File: config.mk
export PLATFORM = sky130hd
export DESIGN_NAME = dbus_tx
export DESIGN_NICKNAME = d
export VERILOG_FILES = /design/src/rtl/dbus_tx.sv
export SDC_FILE = /design/constraint.sdc
export NUM_CORES = 1
export LEC_CHECK = 0
export ABC_AREA = 1
export ABC_CLOCK_PERIOD_IN_PS = 1500
export CORE_ASPECT_RATIO = 0.75
export CORE_UTILIZATION = 47
export DETAILED_ROUTE_END_ITERATION = 7
export PLACE_DENSITY = 0.82
export SLEW_MARGIN = 20
export SYNTH_ARGS = -nofsm -noshare
export SYNTH_HDL_FRONTEND = slang
export SYNTH_SLANG_ARGS = --single-unit
File: constraint.sdc
create_clock -name i_clock -period 1.5 [get_ports i_clock]
set_input_delay 0.45 -clock i_clock [delete_from_list [all_inputs] [get_ports i_clock]]
set_output_delay 0.45 -clock i_clock [all_outputs]
set_load 0.05 [all_outputs]
File: src/rtl/dbus_tx.sv
// -----------------------------------------------------------------------------
// dbus_tx -- two-wire (tip/ring) open-drain byte transmitter.
//
// Pops bytes from a show-ahead source FIFO and sends them LSB first over a
// wired-AND tip/ring pair. Each bit is a four-phase exchange with the receiver:
//   1. both lines idle high
//   2. sender pulls one line low (bit 0 -> tip, bit 1 -> ring)
//   3. receiver acknowledges by pulling the opposite line low
//   4. sender releases its line and waits for both lines to float high again
//
// FIFO handshake: o_readen is a pop strobe. When it is high, i_data is
// captured on that same rising edge and the FIFO advances its head on that
// edge. It is only raised in IDLE with i_empty low, and the FSM leaves IDLE on
// the same edge, so a pop is always a single cycle.
//
// Optional feature (macro DBUS_TX_TIMEOUT_EN): a per-state timeout counter
// aborts a byte that spends c_TIMEOUTCYCLES clocks in any wait state, releases
// the lines and pulses o_timeout. With the macro undefined the wait states
// wait forever and o_timeout is tied low.
//
// Ports:
//   i_clock     sole clock, rising edge
//   i_reset     asynchronous, active-high reset
//   i_empty     source FIFO empty flag
//   i_data      source FIFO head byte
//   o_readen    FIFO pop strobe
//   i_tip       raw tip line level (asynchronous)
//   i_ring      raw ring line level (asynchronous)
//   o_tip_low   1 = pull tip low
//   o_ring_low  1 = pull ring low
//   o_busy      byte in progress (every state except IDLE)
//   o_timeout   one-cycle pulse when a byte is aborted by the timeout
// -----------------------------------------------------------------------------
module dbus_tx #(
  parameter int c_DATAWIDTH     = 8,
  parameter int c_TIMEOUTCYCLES = 1200000,
  parameter int c_TIMEOUTWIDTH  = 21
) (
  input  logic                   i_clock,
  input  logic                   i_reset,
  input  logic                   i_empty,
  input  logic [c_DATAWIDTH-1:0] i_data,
  output logic                   o_readen,
  input  logic                   i_tip,
  input  logic                   i_ring,
  output logic                   o_tip_low,
  output logic                   o_ring_low,
  output logic                   o_busy,
  output logic                   o_timeout
);

  localparam int c_CNTWIDTH = (c_DATAWIDTH > 1) ? $clog2(c_DATAWIDTH) : 1;
  localparam logic [c_CNTWIDTH-1:0] c_LASTBIT = c_CNTWIDTH'(c_DATAWIDTH - 1);

  // The timeout counter must be able to represent c_TIMEOUTCYCLES.
  if ((c_TIMEOUTCYCLES >> c_TIMEOUTWIDTH) != 0) begin : g_bad_timeout_width
    $error("dbus_tx: c_TIMEOUTWIDTH too small for c_TIMEOUTCYCLES");
  end

  typedef enum logic [2:0] {
    S_IDLE     = 3'd0,
    S_WAITIDLE = 3'd1,
    S_DRIVE    = 3'd2,
    S_WAITACK  = 3'd3,
    S_RELEASE  = 3'd4,
    S_WAITREL  = 3'd5
  } state_t;

  state_t                  state_q;
  logic [c_DATAWIDTH-1:0]  shift_q;
  logic [c_CNTWIDTH-1:0]   bitcnt_q;
  logic                    tip_low_q;
  logic                    ring_low_q;

  // Two-flop synchronizers; idle level of the lines is high.
  logic tip_meta_q, tip_sync_q;
  logic ring_meta_q, ring_sync_q;

  always_ff @(posedge i_clock or posedge i_reset) begin
    if (i_reset) begin
      tip_meta_q  <= 1'b1;
      tip_sync_q  <= 1'b1;
      ring_meta_q <= 1'b1;
      ring_sync_q <= 1'b1;
    end else begin
      tip_meta_q  <= i_tip;
      tip_sync_q  <= tip_meta_q;
      ring_meta_q <= i_ring;
      ring_sync_q <= ring_meta_q;
    end
  end

  logic                   lines_high;
  logic                   ack_seen;
  logic                   is_wait;
  logic                   wait_done;
  logic [c_DATAWIDTH-1:0] shift_nxt;

  assign lines_high = tip_sync_q & ring_sync_q;
  // The receiver acknowledges on the line we are not driving.
  assign ack_seen   = ring_low_q ? ~tip_sync_q : ~ring_sync_q;
  assign shift_nxt  = shift_q >> 1;

  always_comb begin
    is_wait   = 1'b0;
    wait_done = 1'b0;
    case (state_q)
      S_WAITIDLE: begin is_wait = 1'b1; wait_done = lines_high; end
      S_WAITACK:  begin is_wait = 1'b1; wait_done = ack_seen;   end
      S_WAITREL:  begin is_wait = 1'b1; wait_done = lines_high; end
      default:    begin is_wait = 1'b0; wait_done = 1'b0;       end
    endcase
  end

`ifdef DBUS_TX_TIMEOUT_EN
  logic [c_TIMEOUTWIDTH-1:0] tmo_q;
  logic                      tmo_hit;
  logic                      timeout_q;

  // Every wait state is entered from a one-cycle (or IDLE) state where the
  // counter sits at zero, so clearing outside "waiting and not done" restarts
  // the count on each state entry.
  assign tmo_hit = is_wait & ~wait_done &
                   (tmo_q == c_TIMEOUTWIDTH'(c_TIMEOUTCYCLES - 1));

  always_ff @(posedge i_clock or posedge i_reset) begin
    if (i_reset) begin
      tmo_q <= '0;
    end else if (is_wait && !wait_done && !tmo_hit) begin
      tmo_q <= tmo_q + c_TIMEOUTWIDTH'(1);
    end else begin
      tmo_q <= '0;
    end
  end

  assign o_timeout = timeout_q;
`else
  assign o_timeout = 1'b0;
`endif

  // Main FSM. Drive flops are loaded on the edge that enters DRIVE so the
  // line is pulled during DRIVE itself.
  always_ff @(posedge i_clock or posedge i_reset) begin
    if (i_reset) begin
      state_q    <= S_IDLE;
      shift_q    <= '0;
      bitcnt_q   <= '0;
      tip_low_q  <= 1'b0;
      ring_low_q <= 1'b0;
`ifdef DBUS_TX_TIMEOUT_EN
      timeout_q  <= 1'b0;
`endif
    end else begin
`ifdef DBUS_TX_TIMEOUT_EN
      timeout_q <= 1'b0;
`endif
      case (state_q)
        S_IDLE: begin
          if (!i_empty) begin
            shift_q  <= i_data;
            bitcnt_q <= '0;
            state_q  <= S_WAITIDLE;
          end
        end
        S_WAITIDLE: begin
          if (lines_high) begin
            tip_low_q  <= ~shift_q[0];
            ring_low_q <= shift_q[0];
            state_q    <= S_DRIVE;
          end
        end
        S_DRIVE: begin
          state_q <= S_WAITACK;
        end
        S_WAITACK: begin
          if (ack_seen) begin
            state_q <= S_RELEASE;
          end
        end
        S_RELEASE: begin
          tip_low_q  <= 1'b0;
          ring_low_q <= 1'b0;
          state_q    <= S_WAITREL;
        end
        S_WAITREL: begin
          if (lines_high) begin
            shift_q <= shift_nxt;
            if (bitcnt_q == c_LASTBIT) begin
              bitcnt_q <= '0;
              state_q  <= S_IDLE;
            end else begin
              bitcnt_q   <= bitcnt_q + c_CNTWIDTH'(1);
              tip_low_q  <= ~shift_nxt[0];
              ring_low_q <= shift_nxt[0];
              state_q    <= S_DRIVE;
            end
          end
        end
        default: begin
          tip_low_q  <= 1'b0;
          ring_low_q <= 1'b0;
          state_q    <= S_IDLE;
        end
      endcase
`ifdef DBUS_TX_TIMEOUT_EN
      // Abort overrides whatever the wait state would have done.
      if (tmo_hit) begin
        tip_low_q  <= 1'b0;
        ring_low_q <= 1'b0;
        shift_q    <= '0;
        bitcnt_q   <= '0;
        timeout_q  <= 1'b1;
        state_q    <= S_IDLE;
      end
`endif
    end
  end

  // Gated by i_reset so a pending FIFO cannot be popped while reset is held.
  assign o_readen   = (state_q == S_IDLE) & ~i_empty & ~i_reset;
  assign o_busy     = (state_q != S_IDLE);
  assign o_tip_low  = tip_low_q;
  assign o_ring_low = ring_low_q;

endmodule
==> results.py, run 1 <==
metrics = {
    "yosys": {
        "netlist_area_sq_mm": 0.00119,
        "yosys_warnings": 0,
        "seq_area_frac_synth_pct": 42.4,
        "ys_types": 26,
        "synthesis.nets": 156,
        "ys_seq_elements": 20,
        "yosys-top-cells-area": "dfrtp_1, nand2_1, nand2_4, dfstp_2, nand2_2",
        "syn_avg_cell_area_sq_um": 8.46,
        "yosysTopAreaCellShare_pct": 33.6,
        "synth_top_area_cell": "dfrtp_1",
        "synthCells": 141,
    },
    "setup_path": {
        "reg2reg_from": "state_q[0]",
        "required_ns": 1.05,
        "reg2reg_to": "shift_q[0]",
        "r2r_slack_ns": 0.11,
        "start_kind": "flop",
        "cp.arrival_ns": 1.28,
        "crit_path_end_kind": "output pin",
        "critPathKind": "reg2out",
        "path_max_fanout": 2,
        "ff2ff_path_depth": 9,
    },
    "final_layout": {
        "layout.nets": 187,
        "utilization_pct": 67.2,
        "areaGrowthSynthToFinish_pct": 32.2,
        "multi_input_area_sq_um": 613,
        "drive_gt1_share_pct": 36.8,
        "seqCellArea_sq_um": 505,
        "antenna_cells": 0,
        "design_area_sq_mm": 0.00158,
        "fillCellCount": 203,
    },
    "run": {
        "cap_violations": 0,
    },
    "power": {
        "finalPower_w": 0.00322,
        "vdd_drop_max_mv": 0.759,
        "leakage_nw": 0.842,
        "p_per_area_mw_per_mm2": 2050,
    },
    "sta": {
        "post-route-period-util_pct": 115,
        "drv_slew": 0,
        "fmax_mhz": 580,
        "clock_skew_ns": 0.0130,
        "grt_setup_unrepaired": "true",
        "finalSetupViolCount": 2,
        "hold_viol": 0,
        "fin_crit_ns": 1.73,
        "setup_ws_ns": -0.225,
    },
    "clocking": {
        "cts_sinks": 20,
        "numCtsBuffers": 3,
        "root_buffer": "clkbuf_4",
        "htreeDepth": 1,
        "clkLatencyLatePin_ns": 0.31,
        "path_clk_slew_ns": 0.12,
        "cts_tree": "done",
        "cts.hold.buffers_added": 0,
        "cts_max_path_buffers": 2,
    },
    "global_routing": {
        "grt.total_usage_pct": 19.4,
        "busiest_layer": "met2",
        "grt_first_pass_wirelength_um": 3820,
        "use_met1_pct": 23.1,
        "grt_pass1_vias": 896,
        "grt_util_met2_pct": 33.2,
        "grt_max_degree": 21,
        "grtUsageMet3_pct": 5.11,
        "grt.overflow.total": 0,
        "antenna_found_initial": 0,
    },
    "die": {
        "std_cell_rows": 15,
        "coreArea_sq_mm": 0.00235,
        "die_h_um": 45.6,
        "io_pins": 18,
        "die_w_um": 60.2,
        "start_util_pct": 50.8,
        "dieArea_sq_mm": 0.00274,
    },
    "routing": {
        "drtAntennaViolNets": 0,
        "routed_wirelength_um": 2250,
        "dr.first_iter.drc_count": 19,
        "firstDrtPassIters": 4,
        "routedWlPerCell_um": 11.0,
        "drc": 0,
        "vias_per_cell": 4.75,
        "dr_total_vias": 974,
    },
    "status": {
        "status": "finished, violations left",
        "violations": "negative setup slack",
    },
    "place": {
        "io_buffer_count": 16,
        "dp_hpwl_um": 1720,
        "place.gp.congestion": 0.864,
        "placed_cell_area_sq_mm": 0.00152,
    },
    "worst_hold_path": {
        "min_to": "tip_sync_q",
        "hold_path.class": "reg2reg",
        "whs_path_depth": 0,
        "hold_start": "tip_meta_q",
    },
}
## cell families after synthesis
kind of cell	count (synthesis)	share of synthesized area [%]
buffers and inverters	16	7.97
AND/OR/NAND/NOR	94	43.5
other	1	0.314
AO/OA/AOI/OAI	8	3.67
flip-flops	20	42.4
adder cells (fa/ha/maj)	2	2.10
## state kept, by name (all words and copies together), names as in the netlist
| name | flops |
|---|---|
| shift_q | 8 |
| ring_meta_q | 1 |
| o_ring_low | 1 |
| tip_meta_q | 1 |
| state_q | 3 |
| tip_sync_q | 1 |
| o_tip_low | 1 |
| ring_sync_q | 1 |
| bitcnt_q | 3 |
## final cells by class
class / count / share of cell area [%]
clock buffers: 4 / 2.30
multi-input cells: 105 / 38.9
repair buffers: 31 / 21.3
well taps: 34 / 2.70
flip-flops and latches: 20 / 32.1
inverters: 11 / 2.78
## worst max-delay path by stage
stage                          start  endpoint  cells past startpoint
after floorplan           state_q[0]  o_readen                      4
after global placement       i_empty  o_readen                      3
after detailed placement     i_empty  o_readen                      3
after CTS                 state_q[2]  o_readen                      4
after global routing      state_q[2]  o_readen                      4
final                     state_q[2]  o_readen                      4
## routing by layer
metal	share of wire, %	vias up
met3	3.7	4
met1	45	455
met4	2.3	0
met2	49	20
li1	-	495
met5	0	-
## repair_timing
| action | 4_1_cts | 5_1_grt |
|---|---|---|
| setup endpoints to repair | 2 | 4 |
| buffers inserted | 1 | 2 |
| resized for setup | 2 | 0 |
| endpoints found under the hold margin | 0 | 0 |
| pin swaps | 3 | 1 |
| cloned | 0 | 0 |
## where the power goes
group | switching (W) | internal (W) | total [W] | leakage (nW)
combinational | 0.00113 | 0.000873 | 0.00200 | 0.574
sequential | 0.000176 | 0.000727 | 0.000904 | 0.248
clock | 0.000172 | 0.000148 | 0.000320 | 0.0210
total | 0.00148 | 0.00175 | 0.00322 | 0.842
## synthesized netlist by cell type
| cell | count |
|---|---|
| nand2_1 | 51 |
| dfrtp_1 | 16 |
| nand2_2 | 12 |
| nand2_4 | 12 |
| nand3_1 | 7 |
| inv_1 | 6 |
| o21ai_0 | 5 |
| dfstp_2 | 4 |
| inv_2 | 4 |
| nor2_1 | 4 |
| buf_4 | 2 |
| ha_1 | 2 |
| nand3_2 | 2 |
| nor2_2 | 2 |
| a21oi_1 | 1 |
| buf_12 | 1 |
| buf_2 | 1 |
| buf_6 | 1 |
| conb_1 | 1 |
| inv_4 | 1 |
| nand4_1 | 1 |
| nand4_2 | 1 |
| nor2_4 | 1 |
| nor3_1 | 1 |
| o211ai_1 | 1 |
| o22ai_1 | 1 |
## through the flow
| step | hold slack [ns] | TNS [ns] | instances | worst slack, ns |
|---|---|---|---|---|
| floorplan | 0.345 | -0.191 | 141 | -0.191 |
| global placement | 0.346 | -3.46 | 198 | -0.252 |
| detailed placement | 0.347 | -3.97 | 198 | -0.289 |
| CTS | 0.364 | -0.446 | 203 | -0.247 |
| global route | 0.377 | -0.525 | 205 | -0.285 |
| finish | 0.362 | -0.412 | 205 | -0.225 |
## critical path: stages, from the launching register on
cell and delay (ns):
dfrtp_1 0.43, nor2_4 0.15, nand2_4 0.06, nor3_4 0.16, buf_12 0.16
## cells in the final DEF, fill, tap and decap left out, drive strengths merged, types with 2 or more instances in the layout
master / Yosys / layout
nand2: 75 / 75
buf: 5 / 19
dfrtp: 16 / 16
inv: 11 / 11
clkdlybuf4s50: 0 / 10
nand3: 9 / 9
nor2: 7 / 7
o21ai: 5 / 5
dfstp: 4 / 4
clkbuf: 0 / 4
ha: 2 / 2
dlygate4sd2: 0 / 2
nand4: 2 / 2
Power figures use the tool's default switching activity.
==> run 2: changes to the inputs <==
--- a/config.mk
+++ b/config.mk
@@ -7,6 +7,7 @@
 export LEC_CHECK = 0
 export ABC_AREA = 1
 export ABC_CLOCK_PERIOD_IN_PS = 1500
+export CAP_MARGIN = 0
 export CORE_ASPECT_RATIO = 0.75
 export CORE_UTILIZATION = 47
 export DETAILED_ROUTE_END_ITERATION = 7
==> results of run 2 <==
The final DEF is identical to that of run 1; final timing and power are the same.
==> run 3: changes to the inputs <==
--- a/config.mk
+++ b/config.mk
@@ -12,6 +12,7 @@
 export CORE_UTILIZATION = 47
 export DETAILED_ROUTE_END_ITERATION = 7
 export PLACE_DENSITY = 0.82
+export SETUP_SLACK_MARGIN = 0.15
 export SLEW_MARGIN = 20
 export SYNTH_ARGS = -nofsm -noshare
 export SYNTH_HDL_FRONTEND = slang
==> run 3 against run 2 <==
  * The flow still finishes with violations (negative setup slack)
  * Clock skew down 0.0010 ns
  * Global-route usage up 1.2 points
  * Non-clock buffer count grew 5
  * Power grew 10%
  * Clock power is essentially flat
  * Largest cell class unchanged
  * Highest routed layer unchanged
==> results.py, run 3 (synthesis results as in run 1) <==
metrics = {
    "global_routing": {
        "use_met1_pct": 24.7,
        "antenna_found_initial": 0,
        "grt.total_usage_pct": 20.6,
        "busiest_layer": "met2",
        "grt_util_met2_pct": 35.4,
        "grt.overflow.total": 0,
        "grtUsageMet3_pct": 5.11,
        "grt_pass1_vias": 941,
        "grt_first_pass_wirelength_um": 4040,
        "grt_max_degree": 21,
    },
    "die": {
        "start_util_pct": 50.8,
        "std_cell_rows": 15,
        "die_w_um": 60.2,
        "io_pins": 18,
        "coreArea_sq_mm": 0.00235,
        "dieArea_sq_mm": 0.00274,
        "die_h_um": 45.6,
    },
    "sta": {
        "setup_ws_ns": -0.238,
        "fmax_mhz": 575,
        "hold_viol": 0,
        "hold_ws_ns": 0.362,
        "drv_slew": 0,
        "grt_setup_unrepaired": "true",
        "post-route-period-util_pct": 116,
        "fin_crit_ns": 1.74,
        "finalSetupViolCount": 5,
        "clock_skew_ns": 0.0119,
    },
    "place": {
        "dp_hpwl_um": 1720,
        "io_buffer_count": 16,
        "place.gp.congestion": 0.864,
        "placed_cells_incl_taps": 198,
    },
    "final_layout": {
        "areaGrowthSynthToFinish_pct": 43.1,
        "antenna_cells": 0,
        "layout.cells.most_common": "nand2_1",
        "largest_reg_flops": 8,
        "stdcell_count": 210,
        "layout.nets": 192,
        "reg_top3": "shift_q (8), bitcnt_q (3), state_q (3)",
        "layout_common_cells": "nand2_1, nand2_2, dfrtp_1, buf_4, nand2_4",
        "drive_gt1_share_pct": 44.9,
        "largest-register": "shift_q",
    },
    "status": {
        "status": "finished, violations left",
        "violations": "negative setup slack",
    },
    "worst_hold_path": {
        "min_to": "tip_sync_q",
        "hold_start": "tip_meta_q",
        "whs_path_depth": 0,
        "hold_path.class": "reg2reg",
    },
    "clocking": {
        "path_clk_slew_ns": 0.12,
        "clkLatencyLatePin_ns": 0.31,
        "root_buffer": "clkbuf_4",
        "cts_tree": "done",
        "cts_sinks": 20,
        "htreeDepth": 1,
        "cts.hold.buffers_added": 0,
        "cts_max_path_buffers": 2,
        "numCtsBuffers": 3,
    },
    "setup_path": {
        "slowest_delay_ns": 0.43,
        "path_max_fanout": 2,
        "r2r_slack_ns": -0.02,
        "start_kind": "flop",
        "reg2reg_from": "state_q[2]",
        "required_ns": 1.05,
        "crit_family": "flip-flops",
        "reg2reg_to": "shift_q[1]",
        "cp_num_cells": 4,
        "cp.arrival_ns": 1.29,
        "critPathKind": "reg2out",
        "critPathBufInv": 1,
        "crit_path_end_kind": "output pin",
        "ff2ff_path_depth": 8,
        "crit_chain": "nor2_4 > nand2_4 > nor3_4 > buf_12",
        "critPathSlowestCell": "dfrtp_1",
    },
    "power": {
        "leakage_nw": 0.865,
        "p_per_area_mw_per_mm2": 2080,
        "vdd_drop_max_mv": 0.799,
    },
    "routing": {
        "dr_total_vias": 1028,
        "drc": 0,
        "dr.first_iter.drc_count": 25,
        "firstDrtPassIters": 5,
        "vias_per_cell": 4.90,
        "routedWlPerCell_um": 12.2,
        "drtAntennaViolNets": 0,
        "routed_wirelength_um": 2560,
    },
    "run": {
        "cap_violations": 0,
    },
}
-- run 3: cell types whose count changed in the layout (fill, tap and decap cells not counted), moves of 3 or more --
cell     delta
o21ai_1     +3
o21ai_0     -3
nand2_1     -6
nand2_2     +5
buf_4       +3
-- run 3: final cells by class --
type                            instances  area (sq um)
Inverter                               11          51.3
Fill cell                             178           639
Timing Repair Buffer                   36           384
Clock buffer                            4          36.3
Tap cell                               34          42.5
Sequential cell                        20           505
Multi-Input combinational cell        105           687
-- run 3: worst max path at each step --
stage                to        from
6_report       o_readen  state_q[2]
3_5_place_dp   o_readen     i_empty
3_3_place_gp   o_readen     i_empty
4_1_cts        o_readen  state_q[2]
5_1_grt        o_readen  state_q[2]
2_1_floorplan  o_readen  state_q[0]
-- run 3: repair_timing --
action / in CTS / in global routing
pin swaps: 5 / 6
gates resized for setup: 3 / 26
endpoints found under the setup margin: 20 / 20
setup buffers: 5 / 3
-- run 3: through the flow --
stage	worst slack [ns]	area (sq um)	setup TNS, ns	power, W	utilization, %
floorplan	-0.191	1210	-0.191	0.00235	-
global placement	-0.252	1520	-3.46	0.00283	64.8
detailed placement	-0.289	1520	-3.97	0.00289	64.8
CTS	-0.247	1600	-0.446	0.00330	68.1
global route	-0.290	1710	-1.14	0.00379	72.7
finish	-0.238	1710	-0.474	0.00355	72.7
-- run 3: where the power goes --
group	internal (W)	switching [W]	total (W)
Clock	0.000148	0.000172	0.000320
Sequential	0.000727	0.000175	0.000903
Combinational	0.00102	0.00131	0.00233
-- run 3: metal layers --
layer	share of wire [%]	vias up	wire, um
li1	-	509	-
met1	42	482	1070
met2	51	33	1310
met3	5.2	4	133
met4	1.8	0	47
met5	0	-	0
